--- config.mk ---
export PLATFORM = sky130hd
export DESIGN_NAME = adder_tree_ctrl_flat
export DESIGN_NICKNAME = d
export VERILOG_FILES = /design/src/rtl/adder_tree_ctrl_if.sv /design/src/rtl/adder_tree_ctrl.sv /design/src/flat_wrapper.sv
export SDC_FILE = /design/constraint.sdc
export NUM_CORES = 1
export LEC_CHECK = 0
export CORE_UTILIZATION = 51
export CTS_BUF_LIST = sky130_fd_sc_hd__clkbuf_8
export DETAILED_ROUTE_END_ITERATION = 12
export MAX_ROUTING_LAYER = met4
export PLACE_DENSITY = 0.7
export SLEW_MARGIN = 20
export SYNTH_ARGS = -nofsm -noshare
export SYNTH_HDL_FRONTEND = slang
export SYNTH_SLANG_ARGS = --single-unit
--- constraint.sdc ---
create_clock -name clk -period 6.7 [get_ports clk]
set_input_delay 1.34 -clock clk [delete_from_list [all_inputs] [get_ports clk]]
set_output_delay 1.34 -clock clk [all_outputs]
set_load 0.05 [all_outputs]
--- src/rtl/adder_tree_ctrl_if.sv ---
// adder_tree_ctrl_if
// Groups the job-config, input-beat, tree-control and result signals of the
// adder tree sequencer into one bundle.
//   master : the controller side (drives cfg_ready, in_ready, tree_*, out_*, busy)
//   slave  : the environment side (PE buffer, tree, writeback)
// Signals:
//   cfg_valid/cfg_ready/cfg_len      job request handshake, cfg_len = beats
//   in_valid/in_ready                input beat handshake
//   tree_en_advance/tree_rst         tree pipeline control
//   tree_sum                         tree adder output (signed)
//   out_valid/out_ready/out_data     result handshake (signed result)
//   busy                             controller not idle
//   out_sat                          sticky saturation flag (ADDER_TREE_CTRL_SAT_EN only)
// Handshake rule for every valid/ready pair: a transfer happens on a rising
// clk edge where both valid and ready are high; valid-side data must be held
// stable while valid is high and ready is low.
interface adder_tree_ctrl_if #(
  parameter int DATA_WIDTH = 16,
  parameter int LEN_W      = 16,
  parameter int ACC_WIDTH  = 32
) ();
  logic                         cfg_valid;
  logic                         cfg_ready;
  logic [LEN_W-1:0]             cfg_len;
  logic                         in_valid;
  logic                         in_ready;
  logic                         tree_en_advance;
  logic                         tree_rst;
  logic signed [DATA_WIDTH-1:0] tree_sum;
  logic                         out_valid;
  logic                         out_ready;
  logic signed [ACC_WIDTH-1:0]  out_data;
  logic                         busy;
`ifdef ADDER_TREE_CTRL_SAT_EN
  logic                         out_sat;

  modport master (
    input  cfg_valid, cfg_len, in_valid, tree_sum, out_ready,
    output cfg_ready, in_ready, tree_en_advance, tree_rst,
           out_valid, out_data, busy, out_sat
  );
  modport slave (
    output cfg_valid, cfg_len, in_valid, tree_sum, out_ready,
    input  cfg_ready, in_ready, tree_en_advance, tree_rst,
           out_valid, out_data, busy, out_sat
  );
`else
  modport master (
    input  cfg_valid, cfg_len, in_valid, tree_sum, out_ready,
    output cfg_ready, in_ready, tree_en_advance, tree_rst,
           out_valid, out_data, busy
  );
  modport slave (
    output cfg_valid, cfg_len, in_valid, tree_sum, out_ready,
    input  cfg_ready, in_ready, tree_en_advance, tree_rst,
           out_valid, out_data, busy
  );
`endif
endinterface

--- src/rtl/adder_tree_ctrl.sv ---
// adder_tree_ctrl
// Sequencer for a pipelined signed adder tree. Accepts a job of cfg_len beats,
// streams them into the tree, tracks in-flight beats with a STAGE_NUM-deep
// valid shadow, accumulates the tree outputs and presents one result per job.
// Ports:
//   clk          clock
//   rst_n        asynchronous active-low reset (drops any job in flight)
//   bus          adder_tree_ctrl_if.master (cfg, input beat, tree control,
//                result, busy)
//   o_dbg_state  current FSM state (IDLE=0, RUN=1, DRAIN=2, DONE=3)
// Optional feature: define ADDER_TREE_CTRL_SAT_EN for a saturating
// accumulator plus the sticky bus.out_sat flag; otherwise the sum wraps.
`ifndef HW_CONFIG_PE_NUM
`define HW_CONFIG_PE_NUM 8
`endif

module adder_tree_ctrl #(
  parameter int DATA_WIDTH = 16,
  parameter int PE_NUM     = `HW_CONFIG_PE_NUM,
  parameter int STAGE_NUM  = $clog2(PE_NUM),
  parameter int LEN_W      = 16,
  parameter int ACC_WIDTH  = 32
) (
  input  logic               clk,
  input  logic               rst_n,
  adder_tree_ctrl_if.master  bus,
  output logic [1:0]         o_dbg_state
);

  typedef enum logic [1:0] {
    IDLE  = 2'd0,
    RUN   = 2'd1,
    DRAIN = 2'd2,
    DONE  = 2'd3
  } state_t;

  localparam logic [LEN_W:0] CNT_ONE = {{LEN_W{1'b0}}, 1'b1};

  state_t                      r_state;
  state_t                      w_next_state;
  // One extra bit so a job of 2^LEN_W-1 beats never wraps the counters.
  logic [LEN_W:0]              r_len;
  logic [LEN_W:0]              r_issue_cnt;
  logic [LEN_W:0]              r_recv_cnt;
  logic [LEN_W:0]              w_len_m1;
  logic signed [ACC_WIDTH-1:0] r_acc;
  logic signed [ACC_WIDTH-1:0] r_out_data;
  logic signed [ACC_WIDTH-1:0] w_acc_next;
  logic                        w_active;
  logic                        w_accept;
  logic                        w_in_ready;
  logic                        w_hs;
  logic                        w_vld_out;
  logic                        w_last_recv;
  logic                        w_last_issue;
  logic                        w_cfg_ready;
  logic                        w_en_adv;
  logic                        w_tree_rst;
  logic                        w_out_valid;

  assign w_active     = (r_state == RUN) || (r_state == DRAIN);
  assign w_accept     = (r_state == IDLE) && bus.cfg_valid;
  assign w_in_ready   = (r_state == RUN) && (r_issue_cnt < r_len);
  assign w_hs         = bus.in_valid && w_in_ready;
  assign w_len_m1     = r_len - CNT_ONE;
  assign w_last_issue = w_hs && (r_issue_cnt == w_len_m1);
  assign w_last_recv  = w_active && w_vld_out && (r_recv_cnt == w_len_m1);

  // Valid shadow: a slot enters at the top when a beat is accepted and
  // reaches index 0 exactly when that beat's sum appears on tree_sum.
  generate
    if (STAGE_NUM == 0) begin : g_comb_tree
      assign w_vld_out = w_hs;
    end else begin : g_pipe_tree
      logic [STAGE_NUM-1:0] r_vld;
      always_ff @(posedge clk or negedge rst_n) begin
        if (!rst_n) begin
          r_vld <= '0;
        end else if (r_state == IDLE) begin
          r_vld <= '0;
        end else if (w_active) begin
          for (int i = 0; i < STAGE_NUM - 1; i++) begin
            r_vld[i] <= r_vld[i+1];
          end
          r_vld[STAGE_NUM-1] <= w_hs;
        end
      end
      assign w_vld_out = r_vld[0];
    end
  endgenerate

`ifdef ADDER_TREE_CTRL_SAT_EN
  localparam logic signed [ACC_WIDTH-1:0] ACC_MAX = {1'b0, {(ACC_WIDTH-1){1'b1}}};
  localparam logic signed [ACC_WIDTH-1:0] ACC_MIN = {1'b1, {(ACC_WIDTH-1){1'b0}}};
  logic signed [ACC_WIDTH:0] w_sum_ext;
  logic                      w_ovf;
  logic                      r_sat;

  // One guard bit: overflow shows up as the two top bits disagreeing.
  assign w_sum_ext = (ACC_WIDTH+1)'(r_acc) + (ACC_WIDTH+1)'(bus.tree_sum);
  assign w_ovf     = w_sum_ext[ACC_WIDTH] != w_sum_ext[ACC_WIDTH-1];
  assign w_acc_next = !w_ovf ? w_sum_ext[ACC_WIDTH-1:0] :
                      (w_sum_ext[ACC_WIDTH] ? ACC_MIN : ACC_MAX);

  always_ff @(posedge clk or negedge rst_n) begin
    if (!rst_n) begin
      r_sat <= 1'b0;
    end else if (w_accept) begin
      r_sat <= 1'b0;
    end else if (w_active && w_vld_out && w_ovf) begin
      r_sat <= 1'b1;
    end
  end
  assign bus.out_sat = r_sat;
`else
  assign w_acc_next = r_acc + ACC_WIDTH'(bus.tree_sum);
`endif

  always_ff @(posedge clk or negedge rst_n) begin
    if (!rst_n) begin
      r_state <= IDLE;
    end else begin
      r_state <= w_next_state;
    end
  end

  always_comb begin
    w_next_state = r_state;
    w_cfg_ready  = 1'b0;
    w_en_adv     = 1'b0;
    w_tree_rst   = 1'b0;
    w_out_valid  = 1'b0;
    case (r_state)
      IDLE: begin
        w_cfg_ready = 1'b1;
        w_tree_rst  = 1'b1;
        if (bus.cfg_valid) begin
          w_next_state = (bus.cfg_len == '0) ? DONE : RUN;
        end
      end
      RUN: begin
        w_en_adv = 1'b1;
        // With a combinational tree the last beat completes the job directly.
        if (w_last_recv) begin
          w_next_state = DONE;
        end else if (w_last_issue) begin
          w_next_state = DRAIN;
        end
      end
      DRAIN: begin
        w_en_adv = 1'b1;
        if (w_last_recv) begin
          w_next_state = DONE;
        end
      end
      DONE: begin
        w_out_valid = 1'b1;
        if (bus.out_ready) begin
          w_next_state = IDLE;
        end
      end
      default: w_next_state = IDLE;
    endcase
  end

  always_ff @(posedge clk or negedge rst_n) begin
    if (!rst_n) begin
      r_len       <= '0;
      r_issue_cnt <= '0;
      r_recv_cnt  <= '0;
      r_acc       <= '0;
      r_out_data  <= '0;
    end else if (w_accept) begin
      r_len       <= {1'b0, bus.cfg_len};
      r_issue_cnt <= '0;
      r_recv_cnt  <= '0;
      r_acc       <= '0;
      if (bus.cfg_len == '0) begin
        r_out_data <= '0;
      end
    end else if (w_active) begin
      if (w_hs) begin
        r_issue_cnt <= r_issue_cnt + CNT_ONE;
      end
      if (w_vld_out) begin
        r_recv_cnt <= r_recv_cnt + CNT_ONE;
        if (w_last_recv) begin
          r_out_data <= w_acc_next;
          r_acc      <= '0;
        end else begin
          r_acc <= w_acc_next;
        end
      end
    end
  end

  assign bus.cfg_ready       = w_cfg_ready;
  assign bus.in_ready        = w_in_ready;
  assign bus.tree_en_advance = w_en_adv;
  assign bus.tree_rst        = w_tree_rst;
  assign bus.out_valid       = w_out_valid;
  assign bus.out_data        = r_out_data;
  assign bus.busy            = (r_state != IDLE);
  assign o_dbg_state         = r_state;

endmodule
--- src/flat_wrapper.sv ---
// flat-port wrapper written by rule: the top's interface ports become plain ports
module adder_tree_ctrl_flat 
#(
  parameter int DATA_WIDTH = 16,
  parameter int PE_NUM     = `HW_CONFIG_PE_NUM,
  parameter int STAGE_NUM  = $clog2(PE_NUM),
  parameter int LEN_W      = 16,
  parameter int ACC_WIDTH  = 32
)
  (clk, rst_n, o_dbg_state, bus_cfg_valid, bus_cfg_len, bus_in_valid, bus_tree_sum, bus_out_ready, bus_cfg_ready, bus_in_ready, bus_tree_en_advance, bus_tree_rst, bus_out_valid, bus_out_data, bus_busy);
  adder_tree_ctrl_if #(.DATA_WIDTH(DATA_WIDTH), .LEN_W(LEN_W), .ACC_WIDTH(ACC_WIDTH)) bus_i ();
  input  logic clk;
  input  logic rst_n;
  output logic [1:0] o_dbg_state;
  input wire logic [$bits(bus_i.cfg_valid)-1:0] bus_cfg_valid;
  input wire logic [$bits(bus_i.cfg_len)-1:0] bus_cfg_len;
  input wire logic [$bits(bus_i.in_valid)-1:0] bus_in_valid;
  input wire logic [$bits(bus_i.tree_sum)-1:0] bus_tree_sum;
  input wire logic [$bits(bus_i.out_ready)-1:0] bus_out_ready;
  output wire logic [$bits(bus_i.cfg_ready)-1:0] bus_cfg_ready;
  output wire logic [$bits(bus_i.in_ready)-1:0] bus_in_ready;
  output wire logic [$bits(bus_i.tree_en_advance)-1:0] bus_tree_en_advance;
  output wire logic [$bits(bus_i.tree_rst)-1:0] bus_tree_rst;
  output wire logic [$bits(bus_i.out_valid)-1:0] bus_out_valid;
  output wire logic [$bits(bus_i.out_data)-1:0] bus_out_data;
  output wire logic [$bits(bus_i.busy)-1:0] bus_busy;
  assign bus_i.cfg_valid = bus_cfg_valid;
  assign bus_i.cfg_len = bus_cfg_len;
  assign bus_i.in_valid = bus_in_valid;
  assign bus_i.tree_sum = bus_tree_sum;
  assign bus_i.out_ready = bus_out_ready;
  assign bus_cfg_ready = bus_i.cfg_ready;
  assign bus_in_ready = bus_i.in_ready;
  assign bus_tree_en_advance = bus_i.tree_en_advance;
  assign bus_tree_rst = bus_i.tree_rst;
  assign bus_out_valid = bus_i.out_valid;
  assign bus_out_data = bus_i.out_data;
  assign bus_busy = bus_i.busy;
  adder_tree_ctrl #(.DATA_WIDTH(DATA_WIDTH), .PE_NUM(PE_NUM), .STAGE_NUM(STAGE_NUM), .LEN_W(LEN_W), .ACC_WIDTH(ACC_WIDTH)) u_core (.clk(clk), .rst_n(rst_n), .bus(bus_i), .o_dbg_state(o_dbg_state));
endmodule
; ---- After elaboration in Yosys (flattened, before gate mapping)
; Index checks and enable logic that the tools add are counted.
[classes]
muxes = 27
n_lt_le_gt_ge = 1
addsub = 4
n_eq_ne = 10
n_reduce_logical = 20
[op_table]
columns = op, n
row1 = 32-bit 2-to-1 mux, 9
row2 = 17-bit 2-to-1 mux, 6
row3 = "17-bit by 1-bit adder with 17-bit output, second input constant", 2
row4 = 17-bit equality test, 2
row5 = 32-bit by 16-bit adder with 32-bit output, 1
row6 = 17-bit by 16-bit less-than comparator with 1-bit output, 1
row7 = "16-bit by 1-bit subtractor with 17-bit output, second input constant", 1
row8 = 16-bit logical NOT, 1
row9 = 2-bit 2-to-1 mux, 6
row10 = 2-bit nonzero test, 6
row11 = 2-bit case mux with 4 select lines, 1
row12 = 4-bit AND reduction, 2
row13 = 1-bit logical AND, 6
row14 = 3-bit 2-to-1 mux, 2
row15 = "2-bit inequality test, second input constant", 3
row16 = "2-bit equality test, second input constant", 2
row17 = 2-bit AND reduction, 2
row18 = 1-bit 2-to-1 mux, 3
row19 = "3-bit by 1-bit inequality test with 1-bit output, second input constant", 1
row20 = "2-bit by 1-bit equality test with 1-bit output, second input constant", 1
row21 = 2-bit logical NOT, 1
row22 = "2-bit by 1-bit inequality test with 1-bit output, second input constant", 1
row23 = 2-bit OR reduction, 1
row24 = 1-bit logical OR, 1
[totals]
ff_bits = 119
in_bits = 37
wordCells = 69
output_inout_bits = 40

; ---- Longest topological paths before layout
[logic_depth]
depth_word = 8
depth_mapped = 13
ltp_nobuf = 11

; ---- Least setup slack after synthesis
; Ideal clock, no wire load.
[synth_path]
kind = register -> output
from = register u_core.r_len[10]
to = output bus_in_ready
slack_ns = 2.701
n_path_buf = 1
required_ns = 5.360
path_stages_with_launch = 9
arrival_ns = 2.659
cell_sequence = dfrtp_1 clkbuf_1 inv_1 ha_1 a21o_1 a21o_1 a21oi_1 nand4_1 o21ai_0
[synth_via]
elab_chain_len = 2
[synth_lines]
columns = item, line
row1 = from (decl), adder_tree_ctrl.sv:42  ; logic [LEN_W:0] r_len;
row2 = from (signal assigned), adder_tree_ctrl.sv:174  ; r_len <= {1'b0, bus.cfg_len};
row3 = 17-bit by 16-bit less-than comparator with 1-bit output, adder_tree_ctrl.sv:63  ; assign w_in_ready = (r_state == RUN) && (r_issue_cnt < r_len);
row4 = 1-bit logical AND, adder_tree_ctrl.sv:63
row5 = to (decl), flat_wrapper.sv:21  ; output wire logic [$bits(bus_i.in_ready)-1:0] bus_in_ready;
; No other way between the ends.

; ---- Worst setup path in the final report
; Same ends and word-level chain as after synthesis.

==> flow_metrics.tcl <==
set metrics [dict create \
    cp-start-kind "flop" \
    antenna_violations_before_repair 0 \
    power.static_leakage_nw 4.278 \
    worst-endpoint-arrival_ns 3.37 \
    mostFrequentLayoutCells "119 x dfrtp_1, 108 x nand2_1, 83 x nor2_1, 75 x clkdlybuf4s50_1, 67 x o21ai_0" \
    routability_driven_placement_congestion_ratio 0.9163 \
    wl_per_cell_um 16.65 \
    worst_clock_skew_ns 0.01392 \
    post_drt_via_cell_ratio 5.671 \
    post_route_cells_drive_above_1_share 0.07150 \
    period_share 0.7027 \
    worstSetupEndpointType "output pin" \
    clkLatencyLatePin_ns 0.46 \
    rsz0062_at_grt "false" \
    synth_top_area_frac 0.3632 \
    yosys.cell_types.count 77 \
    max_freq_mhz 212.4 \
    detailed_router_iteration_count_before_antenna_repair 5 \
    most_frequent_standard_cell_in_the_layout_excluding_fill_and_tap_cells "dfrtp_1" \
    netlist_area_mm2 0.008198 \
    postSynthNetCount 1016 \
    hold_ws_ns 0.4809 \
    cts-resized-gates 0 \
    reg2reg_depth 10 \
    die_h_um 128.8 \
    worst_slack_ns 1.992 \
    die_w_um 128.8 \
    first_global_vias 6507 \
    worst_pin_slew_ns 0.9061 \
    yosysWarningCount 0 \
    final_period_minus_worst_setup_slack_ns 4.708 \
    route.detailed.drc 0 \
    htree_num_levels 4 \
    num_rows 45 \
    path_clk_slew_ns 0.07 \
    drt_first_iter_violations 425 \
    ys_seq_area_frac 0.3632 \
    core_area_mm2 0.01543 \
    fp.dieArea_mm2 0.01659 \
    tritoncts "yes" \
    synth_top_flop_cell "dfrtp_1" \
    postCtsSetupBuffers 0 \
    dp_hpwl_mm 14.39 \
    cts_hold_buffers 0 \
    numCtsBuffers 17 \
    cts_root_buf "clkbuf_8" \
    slew_headroom 0.3945 \
    start_util 0.5314 \
    post-place-ws_ns 1.585 \
    worst-endpoint-required_ns 5.36 \
    crit_path_max_fanout 7 \
    via_count 6828 \
    routed_antenna_nets 0 \
    finalSetupViolations 0 \
    synth-async-reset-ratio 1.000 \
    worstHoldPathType "reg2reg" \
    power.total_mw 2.944 \
    final-max-slew-violation-count 0 \
    tritoncts_num_sinks 119 \
    ir_worst_vdd_uv 192.1 \
    globalRouteOverflowTotal 0 \
    setup.worst_path.class "reg2out" \
    top_level_ports 77 \
    postSynthRegisterBits 119 \
    grt_first_pass_wirelength_mm 32.99 \
    synth_enable_flop_cells 0 \
    nets 1075 \
    portBuffers 76 \
    num_antenna_cells 0 \
    outcome "finished, final reports clean" \
    clock_tree_buf_depth 2 \
    yosys-top-cells-area "dfrtp_1 36%, ha_1 8.4%, xnor2_1 6.2%" \
    synthDominantAreaCellType "dfrtp_1" \
    synth_cells 923 \
    routed_wirelength_mm 20.04 \
    hold-path-cell-count 2 \
    power_density_mw_per_mm2 311.9 \
    syn_to_final_growth_pct 15.14 \
    timing.setup.tns_ns 0 \
    synthesis.area_per_instance_um2 8.882 \
    max-cap-violations 0 \
    finalHoldViolCount 0 \
    track_usage 0.2639 \
    grt_start_max_net_pins 79 \
]
## final timing paths
check                                       from                      end  slack [ns]
worst max-delay path            u_core.r_len[10]             bus_in_ready        1.99
worst min-delay path            u_core.r_acc[21]         u_core.r_acc[21]        0.48
worst max register to register   u_core.r_len[3]   u_core.bus.out_data[8]        2.76
worst min register to register  u_core.r_acc[21]         u_core.r_acc[21]        0.48
max in group asynchronous                  rst_n          u_core.r_len[4]        4.68
min in group asynchronous                  rst_n  u_core.bus.out_data[26]        0.88
## logic make-up after synthesis
logic type / count (synthesis) / synth area share
buffers and inverters: 76 / 0.04426
adders and majority gates: 56 / 0.08639
AOI/OAI and AO/OA: 226 / 0.1758
xor gates and xnor gates: 95 / 0.1102
muxes: 8 / 0.01053
DFF: 119 / 0.3632
and+or+nand+nor: 343 / 0.2096
## cell usage after synthesis (8+ instances only)
cell type / number
clkbuf_1: 28
xor2_1: 32
nor2_1: 83
nand4_1: 18
nor4_1: 11
a21oi_1: 51
inv_1: 33
a31oi_1: 12
nor2b_1: 10
nand2_1: 108
xnor2_1: 58
a21o_1: 25
nand3_1: 24
nor3_1: 27
o21ai_0: 67
ha_1: 55
or3_1: 8
o31ai_1: 12
dfrtp_1: 119
and3_1: 9
## per-stage QoR
step             util  instances  instance area [um^2]
5_1_grt        0.6118       1204                  9439
3_3_place_gp   0.5866       1174                  9050
3_5_place_dp   0.5866       1174                  9050
4_1_cts        0.6116       1204                  9435
2_1_floorplan       -        923                  8198
6_report       0.6118       1204                  9439
## critical path, cell delays in order, from the launching register on
cell	delay, ns
dfrtp_1	0.52
inv_1	0.11
ha_1	0.30
a21o_1	0.16
a21o_1	0.17
a21oi_1	0.14
nand4_1	0.17
o21ai_0	0.46
clkdlybuf4s50_1	0.90
## metal layers
| layer | GRT usage | wire (um) |
|---|---|---|
| met5 | - | 0 |
| met4 | 0.06644 | 248 |
| met3 | 0.05821 | 943 |
| met2 | 0.4083 | 9236 |
| met1 | 0.3508 | 9614 |
## final cells by class
| cell class | instances | area, um^2 |
|---|---|---|
| inverters | 33 | 123.9 |
| clock buffers | 18 | 247.7 |
| flip-flops and latches | 119 | 2978 |
| multi-input cells | 728 | 4873 |
| repair buffers | 83 | 814.5 |
| fillers | 1372 | 5988 |
| well taps | 211 | 264.0 |
| clock inverters | 12 | 137.6 |
## report_power, final
part,switching (mW),internal (mW),total [mW]
Clock,0.302,0.367,0.669
Combinational,0.712,0.573,1.28
Sequential,0.133,0.857,0.990
Total,1.15,1.80,2.94
## flip-flops by register name (all words and copies together) (netlist names)
signal and count:
u_core.bus.out_data 32, u_core.o_dbg_state 2, u_core.g_pipe_tree.r_vld 3, u_core.r_recv_cnt 17, u_core.r_acc 32, u_core.r_issue_cnt 17, u_core.r_len 16
(Power assumes the default switching activity.)
